===== src/rtl/loader_pkg.sv =====
// Shared constants and state types for the UART program loader.
package loader_pkg;

   localparam logic [7:0] SYNC_BYTE            = 8'hA5;
   localparam int         DEFAULT_CLKS_PER_BIT = 434;

   typedef enum logic [1:0] {
      RX_IDLE  = 2'd0,
      RX_START = 2'd1,
      RX_DATA  = 2'd2,
      RX_STOP  = 2'd3
   } rx_state_t;

   typedef enum logic [2:0] {
      LD_IDLE  = 3'd0,
      LD_COUNT = 3'd1,
      LD_HI    = 3'd2,
      LD_LO    = 3'd3,
      LD_CHECK = 3'd4
   } load_state_t;

endpackage


===== src/rtl/uart_rx.sv =====
// UART byte receiver: 2-flop input synchronizer plus a start/data/stop bit FSM.
// Emits a one-cycle byteValid with the byte, or a one-cycle frameErr when the
// stop bit is low. A start bit that is high again at mid-bit is a glitch.
module uart_rx
   import loader_pkg::*;
#(
   parameter int CLKS_PER_BIT = DEFAULT_CLKS_PER_BIT
) (
   input  logic       clk_i,
   input  logic       rst_n_i,
   input  logic       rx_i,
   output logic       byte_valid_o,
   output logic [7:0] byte_data_o,
   output logic       frame_err_o
);

   localparam int            CW       = $clog2(CLKS_PER_BIT);
   localparam logic [CW-1:0] FULL_BIT = CW'(CLKS_PER_BIT - 1);
   localparam logic [CW-1:0] HALF_BIT = CW'(CLKS_PER_BIT / 2 - 1);

   logic      rxMeta_q, rxSync_q, rxPrev_q;
   rx_state_t state_q, state_d;
   logic [CW-1:0] cnt_q, cnt_d;
   logic [2:0] bitIdx_q, bitIdx_d;
   logic [7:0] shift_q, shift_d;
   logic [7:0] data_q, data_d;
   logic       valid_q, valid_d;
   logic       ferr_q, ferr_d;

   // Bring rx into the clock domain; the previous synchronized value feeds edge detection.
   always_ff @(posedge clk_i or negedge rst_n_i) begin
      if (!rst_n_i) begin
         rxMeta_q <= 1'b1;
         rxSync_q <= 1'b1;
         rxPrev_q <= 1'b1;
      end else begin
         rxMeta_q <= rx_i;
         rxSync_q <= rxMeta_q;
         rxPrev_q <= rxSync_q;
      end
   end

   // Bit-timing FSM: find a falling edge, confirm at mid start bit, then sample mid-bit.
   always_comb begin
      state_d  = state_q;
      cnt_d    = cnt_q;
      bitIdx_d = bitIdx_q;
      shift_d  = shift_q;
      data_d   = data_q;
      valid_d  = 1'b0;
      ferr_d   = 1'b0;
      case (state_q)
         RX_IDLE: begin
            if (rxPrev_q && !rxSync_q) begin
               state_d = RX_START;
               cnt_d   = '0;
            end
         end
         RX_START: begin
            if (cnt_q == HALF_BIT) begin
               cnt_d    = '0;
               bitIdx_d = '0;
               state_d  = rxSync_q ? RX_IDLE : RX_DATA;
            end else begin
               cnt_d = cnt_q + 1'b1;
            end
         end
         RX_DATA: begin
            if (cnt_q == FULL_BIT) begin
               cnt_d   = '0;
               shift_d = {rxSync_q, shift_q[7:1]};
               if (bitIdx_q == 3'd7) begin
                  state_d = RX_STOP;
               end else begin
                  bitIdx_d = bitIdx_q + 1'b1;
               end
            end else begin
               cnt_d = cnt_q + 1'b1;
            end
         end
         RX_STOP: begin
            if (cnt_q == FULL_BIT) begin
               state_d = RX_IDLE;
               cnt_d   = '0;
               if (rxSync_q) begin
                  valid_d = 1'b1;
                  data_d  = shift_q;
               end else begin
                  ferr_d = 1'b1;
               end
            end else begin
               cnt_d = cnt_q + 1'b1;
            end
         end
         default: state_d = RX_IDLE;
      endcase
   end

   // Receiver state registers.
   always_ff @(posedge clk_i or negedge rst_n_i) begin
      if (!rst_n_i) begin
         state_q  <= RX_IDLE;
         cnt_q    <= '0;
         bitIdx_q <= '0;
         shift_q  <= '0;
         data_q   <= '0;
         valid_q  <= 1'b0;
         ferr_q   <= 1'b0;
      end else begin
         state_q  <= state_d;
         cnt_q    <= cnt_d;
         bitIdx_q <= bitIdx_d;
         shift_q  <= shift_d;
         data_q   <= data_d;
         valid_q  <= valid_d;
         ferr_q   <= ferr_d;
      end
   end

   assign byte_valid_o = valid_q;
   assign byte_data_o  = data_q;
   assign frame_err_o  = ferr_q;

endmodule


===== src/rtl/uart_program_loader.sv =====
// Loads a program image from a UART stream into program RAM.
// Frame: SYNC, word count N, N x {hi, lo}, XOR checksum of all hi/lo bytes.
module uart_program_loader
   import loader_pkg::*;
#(
   parameter int CLKS_PER_BIT      = DEFAULT_CLKS_PER_BIT,
   parameter int ADDR_WIDTH        = 8,
   parameter int INSTRUCTION_WIDTH = 4,
   parameter int DATA_WIDTH        = ADDR_WIDTH + INSTRUCTION_WIDTH,
   parameter int TIMEOUT_CLKS      = 16 * 10 * CLKS_PER_BIT
) (
   input  logic                  clk_i,
   input  logic                  rst_n_i,
   input  logic                  rx_i,
   output logic                  program_write_o,
   output logic [ADDR_WIDTH-1:0] program_address_o,
   output logic [DATA_WIDTH-1:0] program_cmd_o,
   output logic                  busy_o,
   output logic                  load_done_o,
   output logic                  load_error_o
);

   localparam int            TW       = $clog2(TIMEOUT_CLKS + 1);
   localparam logic [TW-1:0] TMO_LAST = TW'(TIMEOUT_CLKS - 1);

   logic       byteValid;
   logic [7:0] byteData;
   logic       frameErr;

   load_state_t                  state_q, state_d;
   logic                         busy_q, busy_d;
   logic                         err_q, err_d;
   logic                         done_q, done_d;
   logic                         wr_q, wr_d;
   logic [ADDR_WIDTH-1:0]        addrOut_q, addrOut_d;
   logic [DATA_WIDTH-1:0]        cmd_q, cmd_d;
   logic [ADDR_WIDTH-1:0]        wordAddr_q, wordAddr_d;
   logic [7:0]                   count_q, count_d;
   logic [7:0]                   written_q, written_d;
   logic [INSTRUCTION_WIDTH-1:0] hiOp_q, hiOp_d;
   logic [7:0]                   csum_q, csum_d;
   logic [TW-1:0]                tmo_q, tmo_d;

   uart_rx #(
      .CLKS_PER_BIT(CLKS_PER_BIT)
   ) uRx (
      .clk_i       (clk_i),
      .rst_n_i     (rst_n_i),
      .rx_i        (rx_i),
      .byte_valid_o(byteValid),
      .byte_data_o (byteData),
      .frame_err_o (frameErr)
   );

   // Session FSM: parses the frame, issues RAM writes, tracks checksum and idle timeout.
   always_comb begin
      state_d    = state_q;
      busy_d     = busy_q;
      err_d      = err_q;
      done_d     = 1'b0;
      wr_d       = 1'b0;
      addrOut_d  = addrOut_q;
      cmd_d      = cmd_q;
      wordAddr_d = wordAddr_q;
      count_d    = count_q;
      written_d  = written_q;
      hiOp_d     = hiOp_q;
      csum_d     = csum_q;
      tmo_d      = busy_q ? tmo_q + 1'b1 : '0;
      if (byteValid) begin
         tmo_d = '0;
         case (state_q)
            LD_IDLE: begin
               if (byteData == SYNC_BYTE) begin
                  busy_d     = 1'b1;
                  err_d      = 1'b0;
                  wordAddr_d = '0;
                  written_d  = '0;
                  csum_d     = '0;
                  state_d    = LD_COUNT;
               end
            end
            LD_COUNT: begin
               if (byteData == 8'd0) begin
                  busy_d  = 1'b0;
                  err_d   = 1'b1;
                  state_d = LD_IDLE;
               end else begin
                  count_d = byteData;
                  state_d = LD_HI;
               end
            end
            LD_HI: begin
               hiOp_d  = byteData[INSTRUCTION_WIDTH-1:0];
               csum_d  = csum_q ^ byteData;
               state_d = LD_LO;
            end
            LD_LO: begin
               csum_d     = csum_q ^ byteData;
               wr_d       = 1'b1;
               addrOut_d  = wordAddr_q;
               cmd_d      = DATA_WIDTH'({hiOp_q, ADDR_WIDTH'(byteData)});
               wordAddr_d = wordAddr_q + 1'b1;
               written_d  = written_q + 8'd1;
               state_d    = (written_q + 8'd1 == count_q) ? LD_CHECK : LD_HI;
            end
            LD_CHECK: begin
               err_d   = err_q | (byteData != csum_q);
               done_d  = 1'b1;
               busy_d  = 1'b0;
               state_d = LD_IDLE;
            end
            default: state_d = LD_IDLE;
         endcase
      end
      if (busy_q && (frameErr || (!byteValid && tmo_q == TMO_LAST))) begin
         state_d = LD_IDLE;
         busy_d  = 1'b0;
         err_d   = 1'b1;
         tmo_d   = '0;
      end
   end

   // Loader registers; reset abandons any session but RAM contents are untouched.
   always_ff @(posedge clk_i or negedge rst_n_i) begin
      if (!rst_n_i) begin
         state_q    <= LD_IDLE;
         busy_q     <= 1'b0;
         err_q      <= 1'b0;
         done_q     <= 1'b0;
         wr_q       <= 1'b0;
         addrOut_q  <= '0;
         cmd_q      <= '0;
         wordAddr_q <= '0;
         count_q    <= '0;
         written_q  <= '0;
         hiOp_q     <= '0;
         csum_q     <= '0;
         tmo_q      <= '0;
      end else begin
         state_q    <= state_d;
         busy_q     <= busy_d;
         err_q      <= err_d;
         done_q     <= done_d;
         wr_q       <= wr_d;
         addrOut_q  <= addrOut_d;
         cmd_q      <= cmd_d;
         wordAddr_q <= wordAddr_d;
         count_q    <= count_d;
         written_q  <= written_d;
         hiOp_q     <= hiOp_d;
         csum_q     <= csum_d;
         tmo_q      <= tmo_d;
      end
   end

   assign program_write_o   = wr_q;
   assign program_address_o = addrOut_q;
   assign program_cmd_o     = cmd_q;
   assign busy_o            = busy_q;
   assign load_done_o       = done_q;
   assign load_error_o      = err_q;

endmodule


===== config.mk =====
export PLATFORM = sky130hd
export DESIGN_NAME = uart_program_loader
export DESIGN_NICKNAME = d
export VERILOG_FILES = /design/src/rtl/loader_pkg.sv /design/src/rtl/uart_rx.sv /design/src/rtl/uart_program_loader.sv
export SDC_FILE = /design/constraint.sdc
export NUM_CORES = 1
export LEC_CHECK = 0
export CAP_MARGIN = 25
export CORE_MARGIN = 2
export CORE_UTILIZATION = 30
export CTS_CLUSTER_DIAMETER = 40
export DETAILED_ROUTE_END_ITERATION = 8
export SYNTH_ARGS = -nofsm -noshare
export SYNTH_HDL_FRONTEND = slang
export SYNTH_SLANG_ARGS = --single-unit

===== constraint.sdc =====
create_clock -name clk_i -period 2.3 [get_ports clk_i]
set_input_delay 0.345 -clock clk_i [delete_from_list [all_inputs] [get_ports clk_i]]
set_output_delay 0.345 -clock clk_i [all_outputs]
set_load 0.005 [all_outputs]

=== Word level (Yosys, flattened, before mapping) ===
Index checks and enable logic that the tools add are counted.

* Word-level logic and storage cells: 129
* Output and inout bits: 24
* Bits in registers: 115

* Reduce and logical (&&, ||, !) cells: 27
* Muxes and demuxes: 48
* Eq/ne operators: 23
* Add/sub/neg operators: 5
* Bitwise gates (word level): 3

{| class="wikitable"
|+ Operator list
! kind !! number
|-
| $mux 17 || 3
|-
| $pmux 8 s2 || 3
|-
| $mux 9 || 3
|-
| $pmux 9 s3 || 1
|-
| $mux 3 || 7
|-
| $mux 1 || 18
|-
| $add 17x1->17 const B || 1
|-
| $eq 17x17->1 const B || 1
|-
| $add 8x1->8 const B || 2
|-
| $mux 2 || 7
|-
| $pmux 3 s4 || 1
|-
| $reduce_and 3->1 || 4
|-
| $ne 2x1->1 const B || 5
|-
| $add 9x1->9 const B || 1
|-
| $eq 9x8->1 const B || 1
|-
| $eq 9x9->1 const B || 1
|-
| $eq 8x8->1 || 1
|-
| $eq 8x8->1 const B || 1
|-
| $logic_not 8->1 || 1
|-
| $mux 8 || 1
|-
| $ne 8x8->1 || 1
|-
| $pmux 2 s4 || 1
|-
| $reduce_and 2->1 || 4
|-
| $reduce_and 4->1 || 2
|-
| other kinds (22) || 35
|}

=== Longest topological paths before layout ===
* Depth after elaboration: 6
* Depth in mapped cells: 8
* Mapped depth without buffers: 7

=== By module ===
Synthesis repeated with hierarchy kept, for this count alone.

* Cell total of the unflattened synthesis: 538
* Area, all modules: 5529.1 sq um

{| class="wikitable"
|+ Modules (own cells, without submodules)
! module !! cells each !! sequential area each (sq um) !! area each (sq um) !! instances
|-
| uart_program_loader || 398 || 2001.9 || 3895.0 || 1
|-
| uart_rx || 140 || 879.6 || 1634.1 || 1
|}

=== Least setup slack after synthesis ===
No wires, ideal clock.

* Path type: register to register
* Start: reg uRx.cnt_q[1]
* End: reg uRx.bitIdx_q[2]
* Arrival: 1.932 ns
* Cell stages (with the launch flop): 8
* Data required time: 2.179 ns
* Clock period less this slack: 2.053 ns
* Path buffers: 0
* Setup slack: 0.247 ns
* Library setup time: 0.121 ns
* Cells stage by stage: dfrtp_1 > inv_1 > ha_1 > nand2b_1 > or3_4 > or3_4 > mux2_4 > a22o_1

* Longest elaborated chain between the ends: 3

{| class="wikitable"
|+ Ends and longest elaborated chain
! element !! line !! text
|-
| start, declared || uart_rx.sv:23 || <nowiki>logic [CW-1:0] cnt_q, cnt_d;</nowiki>
|-
| start signal, assigned || uart_rx.sv:111 || <nowiki>cnt_q <= cnt_d;</nowiki>
|-
| $eq 9x9->1 / $eq 9x8->1 (equally long branches) || uart_rx.sv:69, uart_rx.sv:60 ||
|-
| $ne 2x1->1 (no source line) || n/a ||
|-
| $reduce_and 4->1 (no source line) * || n/a ||
|-
| end signal, assigned || uart_rx.sv:112 || <nowiki>bitIdx_q <= bitIdx_d;</nowiki>
|-
| end, declared || uart_rx.sv:24 || <nowiki>logic [2:0] bitIdx_q, bitIdx_d;</nowiki>
|}

Every way passes the cells marked *; elsewhere a longest branch is shown, timed or not.
A chain may end at the register's enable or synchronous reset.

=== Worst setup path after layout ===
Ends and elaborated chain as after synthesis.

==> metrics.md <==
| Metric | Value |
|---|---|
| Fmax | 465 MHz |
| Slew @ Worst Pin | 0.497 ns |
| 1st-iter DRT viols | 209 |
| CTS HTree Levels | 4 |
| Proportion of power drawn by the clock network | 52.6% |
| Final worst setup slack | 0.148 ns |
| Worst min path class | input pin to flip-flop |
| PortBufs | 26 |
| Starting density of the core | 30.4% |
| Slew HR | 66.9% |
| Clk_lat worst skew | 0.42 ns |
| Critical path fanouts, max | 4 |
| GRT overflow | 0 |
| Hold Buf Count CTS | 1 |
| Number of synthesized flops with an enable pin | 0 |
| Final Max Slew Viols | 0 |
| CTS Sinks | 115 |
| Row count | 49 |
| Comb pwr share | 6.4% |
| Kind of critical path | flip-flop to flip-flop |
| CTS max path bufs | 2 |
| Ys flop type | dfrtp_1 |
| Mapped Area | 5420 µm² |
| Area growth syn-to-layout | 23.7% |
| Final period utilization | 93.6% |
| Warnings from Yosys | 0 |
| Final hold vios | 0 |
| Share of cells above drive strength 1 | 15.7% |
| Switching part of the total power | 22.2% |
| Largest register FFs | 17 |
| First-pass GRT wire length | 19.3 mm |
| Period minus WS final | 2.15 ns |
| Largest cells by area after synthesis | dfrtp_1 52%, nand2_1 6.4%, mux2_2 5.6% |
| Startpoint class of the critical path | flip-flop |
| Ports | 27 |
| CTS resizes | 0 |
| Reg with most FFs | tmo_q |
| Post-synth cell types | 56 |
| CTS tree | yes |
| RSZ-0062 raised after global routing | false |
| Share of the yosys chip area belonging to registers | 53.2% |
| Peak VDD IR | 0.000519 V |
| Post-DP HPWL | 7.81 mm |
| Initial antenna violation count | 0 |
| Post-Synthesis Cells | 545 |
| Core area | 17800 µm² |
| Endpoints failing setup | 0 |
| Post-synth ARST share | 100% |
| CP endpoint kind | flip-flop |
| Root buf cell | clkbuf_16 |
| Area of the die | 19200 µm² |
| Worst-path clk slew | 0.05 ns |
| Leakage | 3.13 nW |
| Vias in the first global route | 4075 |
| Max-cap violations | 0 |
| # Post-CTS Setup Buffers | 0 |
| Via density per instance | 4.87 |
| Seq pwr share | 41.0% |
| Mapped Avg Cell Area | 9.94 µm² |
| Routed Antenna Nets | 0 |
| Synth top area share | 51.7% |
| DRT Pass-1 Iters | 4 |
| Dpl ws | 0.149 ns |
| Power Dens Cells | 807 nW/µm² |
| Vias | 4061 |
| WP data required | 2.60 ns |
| Yosys top cell by area | dfrtp_1 |
| Status | complete, no violations |
| Placed Cells incl. Taps | 801 |
| Final #Nets | 603 |
| # DRC | 0 |
| Crit path DAT | 2.45 ns |
| Syn nets | 556 |
| Switch Pwr | 1.20 mW |
| Setup Skew | 0.00984 ns |
| Pin count of the biggest net entering global routing | 56 |
| Routed WL per cell | 13.7 µm |
| Die width | 138 µm |
| Int Power | 4.21 mW |
| Setup TNS | 0 ns |
| Flops & latches, synth | 115 |
| GPL Wtd Cong | 0.779 |
| Final wirelength | 11.4 mm |
| N_diodes | 0 |
| Final std cells w/o fill | 834 |
| Die height | 138 µm |
| Total GRT Usage | 12.4% |
| CTS buffer count | 17 |
## cell usage in the layout (no fill, tap or decap), types with 5 or more instances in the layout
cell / count
a21oi_1: 16
a22o_1: 5
a31oi_1: 5
and2_1: 5
and3_1: 12
buf_4: 23
bufinv_16: 5
clkbuf_16: 17
clkdlybuf4s50_1: 25
dfrtp_1: 112
ha_1: 8
inv_1: 18
mux2_2: 27
nand2_1: 93
nand2b_1: 10
nand3_1: 14
nand4_1: 10
nor2_1: 49
o21ai_0: 45
xnor2_1: 17
xor2_1: 17
## power groups by stage
stage / combinational [mW] / clock (mW) / sequential (mW)
6_report: 0.345 / 2.85 / 2.22
4_1_cts: 0.350 / 2.90 / 2.22
3_5_place_dp: 0.342 / 0 / 2.25
5_1_grt: 0.399 / 2.99 / 2.23
2_1_floorplan: 0.248 / 0 / 2.21
3_3_place_gp: 0.338 / 0 / 2.25
## layout make-up
class | count | area, µm²
timing repair buffer | 50 | 453
multi-input combinational | 390 | 2380
clock buffer | 22 | 454
fill | 1738 | 11100
clock inverter | 10 | 180
tap | 229 | 287
sequential | 115 | 2880
inverter | 18 | 67.6
## through the flow
step	cell area [µm²]	power (mW)	hold slack [ns]	utilization (%)
after floorplan	5420	2.46	0.0494	-
after global placement	6060	2.58	0.345	34.0
after detailed placement	6060	2.59	0.347	34.0
after CTS	6710	5.46	0.322	37.6
after global routing	6710	5.62	0.321	37.6
final	6710	5.41	0.337	37.6
## final timing paths
path / from / end / slack [ns] / cells after the start
setup / recovery: uRx.cnt_q[1]$_DFFE_PN0N_ / uRx.bitIdx_q[2]$_DFFE_PN0P_ / 0.15 / 7
hold / removal: rx_i / uRx.rxMeta_q$_DFF_PN1_ / 0.34 / 1
setup reg to reg: uRx.cnt_q[1]$_DFFE_PN0N_ / uRx.bitIdx_q[2]$_DFFE_PN0P_ / 0.15 / 7
hold reg to reg: uRx.rxMeta_q$_DFF_PN1_ / uRx.rxSync_q$_DFF_PN1_ / 0.36 / 0
max in group asynchronous: rst_n_i / uRx.rxPrev_q$_DFF_PN1_ / 1.11 / 3
min in group asynchronous: rst_n_i / uRx.shift_q[3]$_DFFE_PN0P_ / 0.44 / 2
## synth_stat cells (all sizes together), types with 2 or more instances
| cell | number |
|---|---|
| o221ai | 2 |
| nand3b | 3 |
| or2 | 4 |
| and2 | 5 |
| nand2b | 10 |
| nand3 | 14 |
| mux2 | 28 |
| ha | 8 |
| nand4 | 10 |
| buf | 4 |
| or3 | 3 |
| a31oi | 5 |
| nand4b | 2 |
| nor3 | 3 |
| nor3b | 4 |
| and3 | 13 |
| nor4b | 2 |
| a21oi | 16 |
| and4 | 2 |
| clkbuf | 18 |
| inv | 18 |
| nor4 | 4 |
| xor2 | 17 |
| o21a | 2 |
| o31ai | 2 |
| xnor2 | 17 |
| dfstp | 3 |
| nand2 | 93 |
| nor2 | 49 |
| a22o | 6 |
| dfrtp | 112 |
| or4 | 4 |
| o21ai | 48 |
## critical path, stage by stage, from the launching register on
cell      delay, ns
dfrtp_1        0.39
inv_1          0.10
ha_1           0.17
nand2b_1       0.08
or3_4          0.41
or3_4          0.37
mux2_4         0.30
a22o_1         0.22
## cell families after synthesis
kind of cell / count (synthesis) / share of synthesized area [%]
buf+inv: 40 / 2.86
compound gates: 94 / 10.5
simple gates: 226 / 20.3
fa+ha+maj: 8 / 1.85
xor+xnor: 34 / 5.50
flops: 115 / 53.2
mux: 28 / 5.89
## routing by layer
metal	track usage (%)	up-vias	routed length, µm
met5	0	-	0
met4	3.76	0	127
met3	3.98	18	395
met2	20.3	61	5580
met1	15.7	2011	5320
li1	-	1971	-
No activity file was read; power rests on OpenSTA's default activity.
